--- src/rtl/seg_scan_decoder.sv ---
// ---------------------------------------------------------------------------
// seg_scan_decoder
//
// Watches the multiplexed 7-segment drive bus from the far end and rebuilds
// the frame that is actually on the display: hundreds, tens, units and the
// raw alarm glyph. A digit observation is accepted only after the bus has
// held one legal pattern for STABLE_CYCLES consecutive samples. A frame is
// published only for an uninterrupted h,t,u,alarm sequence of accepts.
//
// Ports
//   clk_100MHz    : system clock, rising edge
//   reset_n       : asynchronous active-low reset
//   anodes[7:0]   : active-low digit selects, [7]=h [6]=t [5]=u [4]=alarm,
//                   [3:0] must be 1
//   cathodes[7:0] : active-low segments {a,b,c,d,e,f,g,dp}, dp ignored
//   dig_h/t/u     : decoded BCD, 4'hF when blank or illegal
//   blank_h/t/u   : digit was blank (all segments off)
//   alarm_seg     : raw cathode byte captured for the alarm digit
//   frame_valid   : one-cycle pulse when the outputs above update
//   seg_error     : some h/t/u pattern in the published frame was illegal
//   scan_timeout  : no frame published for TIMEOUT_CYCLES clocks
// ---------------------------------------------------------------------------
module seg_scan_decoder #(
    parameter int STABLE_CYCLES  = 16,
    parameter int TIMEOUT_CYCLES = 1_000_000
) (
    input  logic       clk_100MHz,
    input  logic       reset_n,
    input  logic [7:0] anodes,
    input  logic [7:0] cathodes,
    output logic [3:0] dig_h,
    output logic [3:0] dig_t,
    output logic [3:0] dig_u,
    output logic       blank_h,
    output logic       blank_t,
    output logic       blank_u,
    output logic [7:0] alarm_seg,
    output logic       frame_valid,
    output logic       seg_error,
    output logic       scan_timeout
);

    localparam int SW = $clog2(STABLE_CYCLES);
    localparam int TW = $clog2(TIMEOUT_CYCLES);

    localparam logic [SW-1:0] STAB_MAX = SW'(STABLE_CYCLES - 1);
    localparam logic [SW-1:0] STAB_PRE = SW'(STABLE_CYCLES - 2);
    localparam logic [SW-1:0] STAB_ONE = SW'(1);
    localparam logic [TW-1:0] TO_MAX   = TW'(TIMEOUT_CYCLES - 1);
    localparam logic [TW-1:0] TO_ONE   = TW'(1);

    // Slot encoding: {illegal, blank, value[3:0]}
    localparam logic [5:0] SLOT_BLANK = 6'b01_1111;

    typedef enum logic [1:0] {
        SYNC  = 2'd0,
        GOT_H = 2'd1,
        GOT_T = 2'd2,
        GOT_U = 2'd3
    } state_t;

    // Active-low segment pattern {a..g} to {illegal, blank, value}
    function automatic logic [5:0] seg_decode(input logic [6:0] seg);
        logic [5:0] res;
        case (seg)
            7'h01:   res = 6'b00_0000;
            7'h4F:   res = 6'b00_0001;
            7'h12:   res = 6'b00_0010;
            7'h06:   res = 6'b00_0011;
            7'h4C:   res = 6'b00_0100;
            7'h24:   res = 6'b00_0101;
            7'h20:   res = 6'b00_0110;
            7'h0F:   res = 6'b00_0111;
            7'h00:   res = 6'b00_1000;
            7'h04:   res = 6'b00_1001;
            7'h7F:   res = SLOT_BLANK;
            default: res = 6'b10_1111;
        endcase
        return res;
    endfunction

    logic [7:0]    s1_an_q,  s1_an_d;
    logic [7:0]    s1_cat_q, s1_cat_d;
    logic [7:0]    s2_an_q,  s2_an_d;
    logic [7:0]    s2_cat_q, s2_cat_d;
    logic [SW-1:0] stab_cnt_q, stab_cnt_d;
    logic [TW-1:0] to_cnt_q, to_cnt_d;
    state_t        state_q, state_d;
    logic [5:0]    slot_h_q, slot_h_d;
    logic [5:0]    slot_t_q, slot_t_d;
    logic [5:0]    slot_u_q, slot_u_d;
    logic [3:0]    dig_h_q, dig_h_d, dig_t_q, dig_t_d, dig_u_q, dig_u_d;
    logic          blank_h_q, blank_h_d, blank_t_q, blank_t_d, blank_u_q, blank_u_d;
    logic [7:0]    alarm_seg_q, alarm_seg_d;
    logic          frame_valid_q, frame_valid_d;
    logic          seg_error_q, seg_error_d;
    logic          scan_timeout_q, scan_timeout_d;

    logic          is_h_s, is_t_s, is_u_s, is_a_s, an_legal_s, same_s;
    logic          accept_s, publish_s;
    logic [5:0]    dec_s;

    // Input pipeline, stability counter and accept strobe
    always_comb begin
        s1_an_d  = anodes;
        s1_cat_d = cathodes;
        s2_an_d  = s1_an_q;
        s2_cat_d = s1_cat_q;

        // Exact compares also enforce the unused selects [3:0] being high
        is_h_s     = (s1_an_q == 8'h7F);
        is_t_s     = (s1_an_q == 8'hBF);
        is_u_s     = (s1_an_q == 8'hDF);
        is_a_s     = (s1_an_q == 8'hEF);
        an_legal_s = is_h_s | is_t_s | is_u_s | is_a_s;
        same_s     = (s1_an_q == s2_an_q) && (s1_cat_q == s2_cat_q);

        if (!same_s || !an_legal_s) begin
            stab_cnt_d = '0;
        end else if (stab_cnt_q != STAB_MAX) begin
            stab_cnt_d = stab_cnt_q + STAB_ONE;
        end else begin
            stab_cnt_d = stab_cnt_q;
        end

        // Single strobe per dwell: only the PRE->MAX step counts, MAX holds
        accept_s = same_s && an_legal_s && (stab_cnt_q == STAB_PRE);
        dec_s    = seg_decode(s1_cat_q[7:1]);
    end

    // Frame assembly FSM: h -> t -> u -> alarm, any disorder resynchronises
    always_comb begin
        state_d   = state_q;
        slot_h_d  = slot_h_q;
        slot_t_d  = slot_t_q;
        slot_u_d  = slot_u_q;
        publish_s = 1'b0;

        if (!accept_s) begin
            state_d = state_q;
        end else if (is_h_s) begin
            // A hundreds accept always opens a fresh frame
            slot_h_d = dec_s;
            state_d  = GOT_H;
        end else begin
            case (state_q)
                GOT_H: begin
                    if (is_t_s) begin
                        slot_t_d = dec_s;
                        state_d  = GOT_T;
                    end else begin
                        state_d = SYNC;
                    end
                end
                GOT_T: begin
                    if (is_u_s) begin
                        slot_u_d = dec_s;
                        state_d  = GOT_U;
                    end else begin
                        state_d = SYNC;
                    end
                end
                GOT_U: begin
                    if (is_a_s) begin
                        publish_s = 1'b1;
                    end else begin
                        publish_s = 1'b0;
                    end
                    state_d = SYNC;
                end
                default: state_d = SYNC;
            endcase
        end
    end

    // Published outputs and scan timeout
    always_comb begin
        dig_h_d       = dig_h_q;
        dig_t_d       = dig_t_q;
        dig_u_d       = dig_u_q;
        blank_h_d     = blank_h_q;
        blank_t_d     = blank_t_q;
        blank_u_d     = blank_u_q;
        alarm_seg_d   = alarm_seg_q;
        seg_error_d   = seg_error_q;
        frame_valid_d = publish_s;

        if (publish_s) begin
            dig_h_d     = slot_h_q[3:0];
            dig_t_d     = slot_t_q[3:0];
            dig_u_d     = slot_u_q[3:0];
            blank_h_d   = slot_h_q[4];
            blank_t_d   = slot_t_q[4];
            blank_u_d   = slot_u_q[4];
            alarm_seg_d = s1_cat_q;
            seg_error_d = slot_h_q[5] | slot_t_q[5] | slot_u_q[5];
        end else begin
            seg_error_d = seg_error_q;
        end

        // Publish has priority over a timeout landing in the same cycle
        if (publish_s) begin
            to_cnt_d       = '0;
            scan_timeout_d = 1'b0;
        end else if (to_cnt_q == TO_MAX) begin
            to_cnt_d       = to_cnt_q;
            scan_timeout_d = 1'b1;
        end else begin
            to_cnt_d       = to_cnt_q + TO_ONE;
            scan_timeout_d = scan_timeout_q;
        end
    end

    // State registers
    always_ff @(posedge clk_100MHz or negedge reset_n) begin
        if (!reset_n) begin
            s1_an_q        <= 8'hFF;
            s1_cat_q       <= 8'hFF;
            s2_an_q        <= 8'hFF;
            s2_cat_q       <= 8'hFF;
            stab_cnt_q     <= '0;
            to_cnt_q       <= '0;
            state_q        <= SYNC;
            slot_h_q       <= SLOT_BLANK;
            slot_t_q       <= SLOT_BLANK;
            slot_u_q       <= SLOT_BLANK;
            dig_h_q        <= 4'hF;
            dig_t_q        <= 4'hF;
            dig_u_q        <= 4'hF;
            blank_h_q      <= 1'b1;
            blank_t_q      <= 1'b1;
            blank_u_q      <= 1'b1;
            alarm_seg_q    <= 8'hFF;
            frame_valid_q  <= 1'b0;
            seg_error_q    <= 1'b0;
            scan_timeout_q <= 1'b0;
        end else begin
            s1_an_q        <= s1_an_d;
            s1_cat_q       <= s1_cat_d;
            s2_an_q        <= s2_an_d;
            s2_cat_q       <= s2_cat_d;
            stab_cnt_q     <= stab_cnt_d;
            to_cnt_q       <= to_cnt_d;
            state_q        <= state_d;
            slot_h_q       <= slot_h_d;
            slot_t_q       <= slot_t_d;
            slot_u_q       <= slot_u_d;
            dig_h_q        <= dig_h_d;
            dig_t_q        <= dig_t_d;
            dig_u_q        <= dig_u_d;
            blank_h_q      <= blank_h_d;
            blank_t_q      <= blank_t_d;
            blank_u_q      <= blank_u_d;
            alarm_seg_q    <= alarm_seg_d;
            frame_valid_q  <= frame_valid_d;
            seg_error_q    <= seg_error_d;
            scan_timeout_q <= scan_timeout_d;
        end
    end

    assign dig_h        = dig_h_q;
    assign dig_t        = dig_t_q;
    assign dig_u        = dig_u_q;
    assign blank_h      = blank_h_q;
    assign blank_t      = blank_t_q;
    assign blank_u      = blank_u_q;
    assign alarm_seg    = alarm_seg_q;
    assign frame_valid  = frame_valid_q;
    assign seg_error    = seg_error_q;
    assign scan_timeout = scan_timeout_q;

endmodule
--- config.mk ---
export PLATFORM = sky130hd
export DESIGN_NAME = seg_scan_decoder
export DESIGN_NICKNAME = d
export VERILOG_FILES = /design/src/rtl/seg_scan_decoder.sv
export SDC_FILE = /design/constraint.sdc
export NUM_CORES = 1
export LEC_CHECK = 0
export ABC_AREA = 1
export CORE_ASPECT_RATIO = 2
export CORE_MARGIN = 2
export CORE_UTILIZATION = 29
export CTS_BUF_LIST = sky130_fd_sc_hd__clkbuf_4
export CTS_CLUSTER_SIZE = 30
export DETAILED_ROUTE_END_ITERATION = 6
export SLEW_MARGIN = 5
export SYNTH_ARGS = -nofsm -noshare
export SYNTH_HDL_FRONTEND = slang
export SYNTH_SLANG_ARGS = --single-unit
--- constraint.sdc ---
create_clock -name clk_100MHz -period 3.8 [get_ports clk_100MHz]
set_input_delay 0.38 -clock clk_100MHz [delete_from_list [all_inputs] [get_ports clk_100MHz]]
set_output_delay 0.38 -clock clk_100MHz [all_outputs]
set_load 0.005 [all_outputs]
==> Flow_metrics.wiki, run 1 <==
{| class="wikitable"
! Metric !! Value
|-
| Run status || finished clean
|-
| CTS clock-pin slew for the worst setup and hold paths || 160 ps
|-
| Startpoint type of the worst setup path || flop
|-
| Tightest slew margin relative to the limit || 40.0%
|-
| Last weighted congestion value of the routability-driven placer || 0.796
|-
| Total placed cells including tap cells || 896
|-
| Final hold vios || 0
|-
| Areal power density over the cells || between 300 and 400 nW/µm²
|-
| Clock buffer count from CTS || 9
|-
| Final Max Slew Viols || 0
|-
| Die Area || roughly 19000 µm²
|-
| Die extent in y || 192 µm
|-
| Tot GR Track Use || 13.1%
|-
| Initial detailed-routing violation count || roughly 160
|-
| Clock Sink Count || 102
|-
| Via count of the first global-routing pass || about 4000
|-
| Multi-input gate area || 2030 µm²
|-
| IR drop worst, VDD || around 0.00011 V
|-
| Worst Path Buf+Inv || 1
|-
| Final net count || 722
|-
| I/O pin count || 44
|-
| FF/Latch Area || 2640 µm²
|-
| Required time of the critical path || around 4300 ps
|-
| Period minus WS final || roughly 2500 ps
|-
| Site Rows || 68
|-
| Later-pin clock latency in the skew report || ~510 ps
|-
| Post-synthesis cell area || around 5100 µm²
|-
| First-pass GRT wire length || 19400 µm
|-
| Pin count of the biggest net entering global routing || 48
|-
| Post-CTS repair timing setup buffer count || 0
|-
| Filler cells || 1822
|-
| Overall via count from detail_route || between 4000 and 5000
|-
| Clock tree skew after final layout || approximately 29 ps
|-
| Tightest hold margin || 265 ps
|-
| Peak Freq || roughly 400 MHz
|-
| Arrival @ worst endpoint || about 3000 ps
|-
| Leading cell type in the layout, fill and taps excluded || nand2_1
|-
| Count of port buffers added during placement || 43
|-
| Maximum cell stage delay along the critical path || around 700 ps
|-
| Routed wire per std cell || 12.8 µm
|-
| Antenna Violating Nets Remaining || 0
|-
| Summed area of non-filler cells in the final layout || 5930 µm²
|-
| Sequential area share after synthesis || about half
|-
| CTS Buffer Depth || 2
|-
| Initial standard-cell utilization of the core || 29.7%
|-
| Synthesized Nets || slightly below 700
|-
| Area of the core region || around 17000 µm²
|-
| Share of the core filled with cells || between 30% and 40%
|-
| Transition time of the tightest slew-check pin || 898 ps
|-
| Final Instance Count excl. Fillers || 914
|-
| Layout area overhead || 15.5%
|-
| Root cell of the clock tree || clkbuf_4
|-
| Chip Width || 98.1 µm
|-
| Worst Setup End Kind || flop
|-
| Most frequent cell on the critical path || nand2_1
|-
| Post-synthesis register bit count || 102
|-
| Vias/cell || approximately 4.5
|-
| Fin crit share || about two thirds
|-
| Cts hold-fix bufs || 1
|-
| Detailed-routing iteration count for the pre-antenna-repair pass || 4
|-
| Cell with the largest stage delay on the worst path || nor2_4
|-
| Leakage component of the power || 2.94 nW
|-
| Detailed-route DRC error count || 0
|-
| Share of post-route cells with drive strength above 1 || between 10% and 20%
|-
| Setup tns final || 0 ps
|-
| Yosys synthesis warning count || 0
|-
| Max-capacitance violation count || 0
|-
| Final setup fails || 0
|-
| Crit-path cells || nand2_1 -> nor2_2 -> nand2_1 -> nand2_1 -> inv_2 -> nand2_4 -> nand3_4 -> nor2_4 -> nand3_1 -> nand2_1
|-
| Synth Instances || around 650
|-
| Count of cells resized by post-cts repair || 0
|-
| HPWL after detailed placement || 8940 µm
|-
| Worst setup path category || reg -> reg
|-
| Setup repair after global routing missed its margin || no
|-
| Total Routed Length || 11700 µm
|-
| CP max FO || 44
|-
| Final worst slack || 1290 ps
|-
| Cell type group with the largest total delay on the critical path || simple AND/OR/NAND/NOR gates
|-
| Count of distinct cell types in the synthesized netlist || 31
|-
| Average cell area after synthesis || 7.85 µm²
|-
| Most frequent cells in the layout || nand2_1, inv_1, dfstp_2, nor2_1, nand3_1
|-
| Clock tree from TritonCTS || yes
|-
| Minimum setup slack after placement || 1250 ps
|-
| Placed Instance Area || 5750 µm²
|-
| H-tree level count || 3
|-
| Antenna violations before repair || 1
|-
| Overall power of the completed layout || 1.86 mW
|-
| Hold Path Class || in -> reg
|-
| Remaining Overflow, GRT || 0
|}
==> power by group <==
group / switching [mW] / internal [mW]
combinational: 0.0651 / 0.0393
sequential: 0.0193 / 1.12
clock: 0.400 / 0.215
==> flip-flops by register name, indices dropped and copies added, names as in the netlist, 6 cells and up <==
register   cells
s1_cat_q       8
s1_an_q        8
to_cnt_q      20
alarm_seg      8
slot_h_q       6
s2_an_q        8
slot_t_q       6
s2_cat_q       8
slot_u_q       6
==> cells by family after synthesis <==
| family | synth area share [%] |
|---|---|
| adders and majority gates | 1.46 |
| and+or+nand+nor | 32.5 |
| buffers and inverters | 9.07 |
| xor gates and xnor gates | 3.76 |
| AOI/OAI and AO/OA | 1.76 |
| DFF | 51.5 |
==> cell type report <==
type / count / share of cell area [%]
repair buffers: 48 / 7.90
well taps: 210 / 4.43
inverters: 98 / 6.21
diodes: 1 / 0.0422
clock inverters: 7 / 1.54
multi-input cells: 439 / 34.2
flip-flops and latches: 102 / 44.6
clock buffers: 9 / 1.14
==> final timing paths <==
| check | start | endpoint | slack (ps) | cells after the start |
|---|---|---|---|---|
| min in group asynchronous | reset_n | state_q[0] | 360 | 2 |
| hold / removal | cathodes[4] | s1_cat_q[4] | 270 | 1 |
| setup reg to reg | s1_an_q[1] | alarm_seg[5] | 1290 | 10 |
| setup / recovery | s1_an_q[1] | alarm_seg[5] | 1290 | 10 |
| max in group asynchronous | reset_n | s2_cat_q[6] | 2540 | 3 |
| hold reg to reg | s1_an_q[3] | s2_an_q[3] | 390 | 0 |
==> cell usage after synthesis, drive strengths merged <==
cell      n  area share [%]
ha        6             1.5
dfstp    70              36
xnor2     6             1.0
inv      96             7.0
nor3      8            0.78
or3       1            0.12
nand4    15             1.8
nand3    61             6.2
nor3b     3            0.66
or2       1            0.12
buf      10             1.5
xor2     16             2.7
a21oi     4            0.39
nand2   236              17
clkinv    2            0.15
clkbuf    5            0.37
nor4      1            0.12
o21ai    11             1.1
o21a      1            0.15
nor2     68             5.3
dfrtp    32              16
a211oi    1            0.15
==> per-layer routing <==
metal | vias up | part of all wire, % | GRT usage, %
li1 | 2087 | - | -
met1 | 1915 | 35 | 12.5
met2 | 61 | 59 | 26.1
met3 | 24 | 2.3 | 1.46
met4 | 0 | 3.5 | 7.59
met5 | - | 0 | 0
Power figures use the tool's default switching activity.
==> inputs of run 2 (changes only) <==
clock period = 2.4 ns   (was 3.8 ns; I/O delays follow)
==> run 2 against run 1 <==
Net effect:
- die area is the same
- combinational power grew 57%
- maximum frequency increased by 21%
==> Flow_metrics.wiki, run 2 (synthesis results as in run 1) <==
{| class="wikitable"
! Metric !! Value
|-
| Later-pin clock latency in the skew report || 490 ps (was 510 ps)
|-
| Final hold vios || 0 (unchanged)
|-
| Worst Setup End Kind || flop (unchanged)
|-
| First-pass GRT wire length || 19600 µm (was 19400 µm)
|-
| CTS clock-pin slew for the worst setup and hold paths || 170 ps (was 160 ps)
|-
| Tot GR Track Use || 13.1% (about the same)
|-
| Antenna Violating Nets Remaining || 0 (unchanged)
|-
| I/O pin count || 44 (unchanged)
|-
| Initial standard-cell utilization of the core || 29.7% (unchanged)
|-
| Clock buffer count from CTS || 9 (unchanged)
|-
| Setup tns final || 0 ps (unchanged)
|-
| Remaining Overflow, GRT || 0 (unchanged)
|-
| Arrival @ worst endpoint || 2500 ps (was 2950 ps)
|-
| Hold path startpoint || anodes[3] (was cathodes[4])
|-
| Hold Path Class || in -> reg (unchanged)
|-
| Startpoint type of the worst setup path || flop (unchanged)
|-
| Setup repair after global routing missed its margin || no (unchanged)
|-
| Pin count of the biggest net entering global routing || 103 (was 48)
|-
| Initial detailed-routing violation count || 212 (was 164)
|-
| Site Rows || 68 (unchanged)
|-
| Global routing met1 resource utilization || 12.6% (was 12.5%)
|-
| Share of post-route cells with drive strength above 1 || 16.6% (was 16.2%)
|-
| H-tree level count || 3 (unchanged)
|-
| Startpoint of the worst register-to-register path || s1_an_q[7] (was s1_an_q[1])
|-
| Worst hold path depth || 1 (unchanged)
|-
| Detailed-route DRC error count || 0 (unchanged)
|-
| Count of cells resized by post-cts repair || 0 (unchanged)
|-
| Final Instance Count excl. Fillers || 917 (was 914)
|-
| IR drop worst, VDD || 0.000184 V (was 0.000111 V)
|-
| Vias/cell || 4.47 (about the same)
|-
| Peak-usage layer in the global routing report || met2 (unchanged)
|-
| Clock Sink Count || 102 (unchanged)
|-
| Tightest slew margin relative to the limit || 61.5% (was 40.0%)
|-
| Antenna violations before repair || 1 (unchanged)
|-
| Clock tree skew after final layout || 31.0 ps (was 28.6 ps)
|-
| FF/Latch Area || 2640 µm² (unchanged)
|-
| Clock tree from TritonCTS || yes (unchanged)
|-
| Cell with the largest stage delay on the worst path || dfstp_2 (was nor2_4)
|-
| Minimum setup slack after placement || 330 ps (was 1250 ps)
|-
| Max-capacitance violation count || 0 (unchanged)
|-
| Overall via count from detail_route || 4095 (was 4087)
|-
| Number of flip-flops under the largest register name || 20 (unchanged)
|-
| CTS Buffer Depth || 2 (unchanged)
|-
| Count of port buffers added during placement || 43 (unchanged)
|-
| Most frequent cell on the critical path || nand2_1 (unchanged)
|-
| HPWL after detailed placement || 8440 µm (was 8940 µm)
|-
| Via count of the first global-routing pass || 4251 (was 4110)
|-
| Worst setup path category || reg -> reg (unchanged)
|-
| Final net count || 725 (was 722)
|-
| Chip Width || 98.1 µm (unchanged)
|-
| Leading cell type in the layout, fill and taps excluded || nand2_1 (unchanged)
|-
| Total placed cells including tap cells || 899 (was 896)
|-
| Final Max Slew Viols || 0 (unchanged)
|-
| Layout area overhead || 16.4% (was 15.5%)
|-
| Routing usage on met2 || 26.2% (was 26.1%)
|-
| Global routing met3 resource utilization || 1.53% (was 1.46%)
|-
| Die Area || 18800 µm² (unchanged)
|-
| Most frequent cells in the layout || nand2_1, inv_1, dfstp_2, nor2_1, nand3_1 (unchanged)
|-
| Final setup fails || 0 (unchanged)
|-
| Period minus WS final || 2070 ps (was 2510 ps)
|-
| Share of the core filled with cells || 34.6% (was 34.3%)
|-
| Die extent in y || 192 µm (unchanged)
|-
| Fin crit share || 86.3% (was 66.0%)
|-
| Maximum cell stage delay along the critical path || 600 ps (was 700 ps)
|-
| First element of the critical path || s1_an_q[7] (was s1_an_q[1])
|-
| Root cell of the clock tree || clkbuf_4 (unchanged)
|-
| Total Routed Length || 11600 µm (was 11700 µm)
|-
| Leakage component of the power || 2.97 nW (was 2.94 nW)
|-
| CP max FO || 36 (was 44)
|-
| Run status || finished clean (unchanged)
|-
| Detailed-routing iteration count for the pre-antenna-repair pass || 5 (was 4)
|-
| Routed wire per std cell || 12.6 µm (was 12.8 µm)
|-
| Last weighted congestion value of the routability-driven placer || 0.823 (was 0.796)
|-
| Area of the core region || 17300 µm² (unchanged)
|-
| Crit-path cells || nand2_1 -> nand2_1 -> inv_1 -> nor2_1 -> nand2_1 -> nor2_1 -> nand3_4 -> nor2_4 -> buf_12 -> nand3_1 -> nand2_1 (was nand2_1 -> nor2_2 -> nand2_1 -> nand2_1 -> inv_2 -> nand2_4 -> nand3_4 -> nor2_4 -> nand3_1 -> nand2_1)
|-
| Peak Freq || 483 MHz (was 399 MHz)
|-
| Areal power density over the cells || 489 nW/µm² (was 314 nW/µm²)
|-
| Filler cells || 1800 (was 1822)
|-
| Required time of the critical path || 2830 ps (was 4250 ps)
|-
| Transition time of the tightest slew-check pin || 577 ps (was 898 ps)
|-
| Multi-input gate area || 2030 µm² (unchanged)
|-
| R2R depth || 11 (was 10)
|-
| Top reg by flops || to_cnt_q (unchanged)
|-
| Final worst slack || 329 ps (was 1290 ps)
|}
run 2: cell types whose count changed in the layout (fill, tap and decap cells not counted), sizes merged:
| cell | before | now |
|---|---|---|
| clkinv | 5 | 4 |
| inv | 98 | 99 |
| buf | 5 | 8 |
run 2: final cells by class:
class	count	share of cell area [%]
antenna	1	0.0419
clock buffer	9	1.13
clock inverter	7	1.34
inverter	98	6.16
multi-input combinational	439	33.9
sequential	102	44.2
tap	210	4.40
timing repair buffer	51	8.84
run 2: metal layers:
layer / share of wire, % / routed length [µm]
met5: 0 / 0
met4: 3.6 / 416
met3: 1.9 / 221
met2: 57 / 6580
met1: 38 / 4350
run 2: report_power, final:
| part | internal [mW] | total, mW | switching, mW |
|---|---|---|---|
| clock | 0.332 | 0.955 | 0.622 |
| sequential | 1.77 | 1.81 | 0.0315 |
| combinational | 0.0634 | 0.163 | 0.0999 |
| total | 2.17 | 2.92 | 0.754 |
run 2: repair_timing:
| action | 4_1_cts | 5_1_grt |
|---|---|---|
| hold endpoints to repair | 32 | 0 |
| hold buffers | 1 | 0 |
| setup buffers | 0 | 0 |
run 2: worst paths after layout:
| check | slack, ps | end |
|---|---|---|
| worst max-delay path | 330 | blank_t |
| worst min-delay path | 140 | s1_an_q[3] |
| worst max register to register | 330 | blank_t |
| worst min register to register | 390 | s2_an_q[1] |
| max in group asynchronous | 1610 | s1_an_q[1] |
| min in group asynchronous | 360 | to_cnt_q[2] |
run 2: stage by stage:
stage	hold slack (ps)	power (mW)	instance area [µm²]
6_report	137	2.92	5970
5_1_grt	113	3.06	5970
4_1_cts	97.9	2.98	5970
3_5_place_dp	364	2.00	5810
3_3_place_gp	367	2.00	5810
2_1_floorplan	-55.6	1.91	5130
run 2: critical path: cells and delay by family, from the launching register on:
kind	cells	cell delay (ps)
buffers and inverters	2	270
DFF	1	600
and+or+nand+nor	9	1170
